<file path="config.mk">
export PLATFORM = sky130hd
export DESIGN_NAME = alu_arbiter
export DESIGN_NICKNAME = d
export VERILOG_FILES = /design/src/rtl/alu_arbiter.sv
export SDC_FILE = /design/constraint.sdc
export NUM_CORES = 1
export LEC_CHECK = 0
export BUFFER_PORTS_ARGS = -buffer_cell sky130_fd_sc_hd__buf_4
export CAP_MARGIN = 5
export CORE_AREA = 2 2 127 129
export CTS_CLUSTER_SIZE = 25
export DETAILED_ROUTE_END_ITERATION = 10
export DIE_AREA = 0 0 129 131
export GPL_ROUTABILITY_DRIVEN = 0
export PLACE_DENSITY_LB_ADDON = 0.1
export SYNTH_ARGS = -nofsm -noshare
export SYNTH_HDL_FRONTEND = slang
export SYNTH_SLANG_ARGS = --single-unit
export TNS_END_PERCENT = 10
</file>
<file path="constraint.sdc">
create_clock -name clk -period 1.7 [get_ports clk]
set_clock_uncertainty 0.1 [all_clocks]
set_input_delay 0.34 -clock clk [delete_from_list [all_inputs] [get_ports clk]]
set_output_delay 0.34 -clock clk [all_outputs]
set_load 0.005 [all_outputs]
</file>
<file path="src/rtl/alu_arbiter.sv">
// Round-robin arbiter sharing one combinational ALU between two requesters.
// Each requester gets a one-entry response register. A saturating counter
// records the cycles in which both requesters were eligible at once.
module alu_arbiter #(
  parameter int WIDTH  = 32,
  parameter int CTRL_W = 4,
  parameter int CNT_W  = 16
) (
  input  logic              clk,
  input  logic              rst_n,
  input  logic              req0_valid,
  output logic              req0_ready,
  input  logic [WIDTH-1:0]  req0_in1,
  input  logic [WIDTH-1:0]  req0_in2,
  input  logic [CTRL_W-1:0] req0_control,
  input  logic              req1_valid,
  output logic              req1_ready,
  input  logic [WIDTH-1:0]  req1_in1,
  input  logic [WIDTH-1:0]  req1_in2,
  input  logic [CTRL_W-1:0] req1_control,
  output logic              rsp0_valid,
  input  logic              rsp0_ready,
  output logic [WIDTH-1:0]  rsp0_result,
  output logic              rsp0_zero,
  output logic              rsp1_valid,
  input  logic              rsp1_ready,
  output logic [WIDTH-1:0]  rsp1_result,
  output logic              rsp1_zero,
  output logic [WIDTH-1:0]  alu_in1,
  output logic [WIDTH-1:0]  alu_in2,
  output logic [CTRL_W-1:0] alu_control,
  input  logic [WIDTH-1:0]  alu_result,
  input  logic              alu_zero_flag,
  output logic [CNT_W-1:0]  conflict_cnt
);

  typedef enum logic {
    PRIO_REQ0 = 1'b0,
    PRIO_REQ1 = 1'b1
  } prio_t;

  prio_t prio;
  prio_t prio_next;
  logic  elig0;
  logic  elig1;
  logic  grant0;
  logic  grant1;

  // Eligibility, grant selection, next priority and ALU operand steering.
  // A requester is eligible when its response slot is empty or being drained
  // this cycle, which lets a refill overlap the consume without a bubble.
  always_comb begin
    elig0       = req0_valid && (!rsp0_valid || rsp0_ready);
    elig1       = req1_valid && (!rsp1_valid || rsp1_ready);
    grant0      = elig0 && (!elig1 || (prio == PRIO_REQ0));
    grant1      = elig1 && !grant0;
    req0_ready  = grant0;
    req1_ready  = grant1;
    prio_next   = prio;
    alu_in1     = '0;
    alu_in2     = '0;
    alu_control = '0;
    if (grant0) begin
      prio_next   = PRIO_REQ1;
      alu_in1     = req0_in1;
      alu_in2     = req0_in2;
      alu_control = req0_control;
    end else if (grant1) begin
      prio_next   = PRIO_REQ0;
      alu_in1     = req1_in1;
      alu_in2     = req1_in2;
      alu_control = req1_control;
    end
  end

  // Round-robin priority pointer; only moves on a grant.
  always_ff @(posedge clk or negedge rst_n) begin
    if (!rst_n) begin
      prio <= PRIO_REQ0;
    end else begin
      prio <= prio_next;
    end
  end

  // Response register for requester 0: capture on grant, else empty on consume.
  always_ff @(posedge clk or negedge rst_n) begin
    if (!rst_n) begin
      rsp0_valid  <= 1'b0;
      rsp0_result <= '0;
      rsp0_zero   <= 1'b0;
    end else if (grant0) begin
      rsp0_valid  <= 1'b1;
      rsp0_result <= alu_result;
      rsp0_zero   <= alu_zero_flag;
    end else if (rsp0_ready) begin
      rsp0_valid  <= 1'b0;
    end
  end

  // Response register for requester 1: capture on grant, else empty on consume.
  always_ff @(posedge clk or negedge rst_n) begin
    if (!rst_n) begin
      rsp1_valid  <= 1'b0;
      rsp1_result <= '0;
      rsp1_zero   <= 1'b0;
    end else if (grant1) begin
      rsp1_valid  <= 1'b1;
      rsp1_result <= alu_result;
      rsp1_zero   <= alu_zero_flag;
    end else if (rsp1_ready) begin
      rsp1_valid  <= 1'b0;
    end
  end

  // Saturating count of cycles where both requesters were eligible.
  always_ff @(posedge clk or negedge rst_n) begin
    if (!rst_n) begin
      conflict_cnt <= '0;
    end else if (elig0 && elig1 && (conflict_cnt != '1)) begin
      conflict_cnt <= conflict_cnt + 1'b1;
    end
  end

endmodule

</file>
==> results.yml <==
power_and_ir_drop:
  pwr_density_cell_nw_per_um2: 1050
  power.leakage_uw: 0.00413
  vdd_drop_max_mv: 0.618
critical_path:
  reg2reg_from: "rsp1_valid"
  cp_slowest_cell: "dfrtp_1"
  cpMostUsedCell: "buf_12"
  crit_arrival_ns: 1.80
  critPathTopFamily: "buffers and inverters"
  path_class: "register to output port"
  cp_cell_sequence: "nand2b_4, nand2_4, o21ai_4, buf_12, inv_12, buf_12, a22o_1, buf_4"
  rr_worst_depth: 8
  r2r_end: "rsp0_result[21]"
  path_buf_inv: 4
  cp-start-kind: "register"
  r2r_slack_ns: -0.27
  worst_setup_path_end_kind: "output port"
  critPathMaxStageDelay_ns: 0.41
  cp-startpoint: "rsp0_valid"
  crit_end: "alu_in2[8]"
  cp_max_fo: 8
  required_ns: 1.26
  cp.depth: 8
clock_network:
  insertion_delay_ns: 0.35
  numCtsBuffers: 9
  clkSlewWorstSetupHoldPaths_ns: 0.06
  tritoncts: "done"
  root_buffer: "clkbuf_16"
  ctsHtreeMaxLevel: 3
  clockBufferDepth: 2
  cts_sinks: 85
timing:
  grt_setup_unrepaired: "yes"
  worstMarginPinSlew_ns: 0.396
  fmax_mhz: 447
  min_period_ns: 2.24
  setup_viol: 118
  finalCritPeriodShare: 1.32
  relSlewSlack: 0.736
  finalMaxSlewViolations: 0
  finalHoldViolCount: 0
  worst_hold_slack_ns: 0.0906
  fin_tns_setup_ns: -41.14
  fin_ws_ns: -0.538
synthesis:
  synth-warning-count: 0
  netlist_area_sq_um: 4050
  yosysTopAreaCellShare: 0.525
  syn_avg_cell_area_sq_um: 11.0
  yosysSeqAreaShare: 0.525
  synth-main-ff-cell: "dfrtp_1"
  yosysUniqueCellTypes: 30
  ys_ff_latch: 85
  ys_top_cells_by_area: "dfrtp_1, a22o_1, nand2_1"
  synth.most_common_cell: "nand2_1"
  synth_commonest_cells: "nand2_1, dfrtp_1, a22o_1"
  syn_nets: 546
  synthArstFlopShare: 1.00
  synth_cells: 370
  synth_top_area_cell: "dfrtp_1"
  synth_edf_count: 0
drt:
  viasPerCell: 4.61
  wl_um: 20000
  dr_total_vias: 4458
  first_iter_violations: 243
  antenna_left: 0
  drc: 0
  routedWlPerCell_um: 20.6
  drtPass1Iterations: 4
run_status:
  run_status: "finished, violations left"
  failed_checks: "negative setup slack"
hold_path:
  hold_class: "input pin to register"
  hold_start: "alu_result[7]"
  whs_path_depth: 3
grt:
  grt_max_degree: 35
  grt.total_usage: 0.205
  first_global_vias: 4215
  grt_overflow: 0
  antenna_found_initial: 1
  grt_first_pass_wirelength_um: 25400
placement:
  io_buffers: 328
  dp_hpwl_um: 14600
  dp.cells: 934
final_layout:
  areaGrowthSynthToFinish_pct: 95.6
  fin_util: 0.508
  layout-drive-gt1-share: 0.614
  nets: 922
  num-fill-cells: 1448
  instances_no_fill: 968
die:
  die_area_sq_um: 16900
  die_x_um: 129
  start_util: 0.260
  rows: 46
  fp.dieH_um: 131
  num_io_pins: 329
  core_area_sq_um: 15600
flow_run:
  maxCapViolCount: 0
## cells by family after synthesis
kind of cell | synth area share
compound gates | 0.158
xor+xnor | 0.0281
fa+ha+maj | 0.00309
buf+inv | 0.0364
flops | 0.525
mux | 0.0981
simple gates | 0.152
## cells in the final DEF (no fill, tap or decap), types with 3 or more instances in the layout
| cell type | synthesis | layout |
|---|---|---|
| mux2_4 | 1 | 12 |
| mux2_2 | 34 | 23 |
| a22o_1 | 68 | 66 |
| nand2_2 | 0 | 3 |
| dfrtp_1 | 85 | 83 |
| clkbuf_1 | 5 | 3 |
| xor2_1 | 3 | 3 |
| buf_12 | 0 | 8 |
| clkbuf_16 | 0 | 16 |
| xnor2_1 | 10 | 10 |
| nand4_1 | 7 | 7 |
| nand2_1 | 106 | 102 |
| buf_4 | 7 | 355 |
| nand3_1 | 5 | 4 |
| buf_16 | 0 | 3 |
| buf_6 | 0 | 14 |
## metal layers
metal,track usage,vias up,share of wire
li1,-,2065,-
met1,0.265,2181,0.41
met2,0.339,189,0.51
met3,0.0452,23,0.058
met4,0.0754,0,0.020
met5,0,-,0
## flip-flops by register name, indices dropped and copies added (netlist names)
signal / count
rsp0_zero: 1
conflict_cnt: 16
rsp1_valid: 1
prio: 1
rsp0_valid: 1
rsp1_zero: 1
rsp0_result: 32
rsp1_result: 32
## worst register-to-register path: cells and delay by family, from the launching register on
family          cells  cell delay (ns)
flops               1             0.39
buf+inv             4             0.65
mux                 1             0.34
simple gates        2             0.22
compound gates      1             0.15
## worst min-delay path by stage
| stage | endpoint | slack, ns |
|---|---|---|
| finish | rsp1_result[7] | 0.09 |
| global route | rsp1_result[23] | 0.08 |
| CTS | rsp1_result[7] | 0.08 |
| detailed placement | rsp1_result[22] | 0.20 |
| global placement | rsp1_result[22] | 0.19 |
| floorplan | conflict_cnt[0] | -0.06 |
## where the power goes
part	leakage [uW]	internal [uW]	switching (uW)	total [uW]
Sequential	0.00104	2510	324	2830
Clock	0.000151	1290	803	2090
Combinational	0.00295	2080	1360	3440
## timing repair
action,4_1_cts,5_1_grt
hold buffers,1,0
setup buffers,2,3
pin swaps,17,23
setup endpoints to repair,97,119
cloned,2,9
hold endpoints to repair,25,0
gates resized for setup,24,26
## metrics by stage
step                power, uW  setup slack (ns)  area (sq um)
floorplan                3940           -0.0486          4120
global placement         5870            -0.359          7120
detailed placement       5910            -0.385          7120
CTS                      8200            -0.612          7600
global route             8810            -0.587          7930
finish                   8360            -0.538          7930
## cell type report
type	instances	area (sq um)	share of cell area
clock buffer	12	236	0.0298
timing repair inverter	1	11.3	0.00142
sequential	85	2130	0.269
antenna	1	2.50	0.000316
clock inverter	4	73.8	0.00931
multi-input combinational	257	1910	0.241
tap	216	270	0.0341
timing repair buffer	389	3270	0.412
inverter	3	23.8	0.00300
No activity file was read; power rests on OpenSTA's default activity.
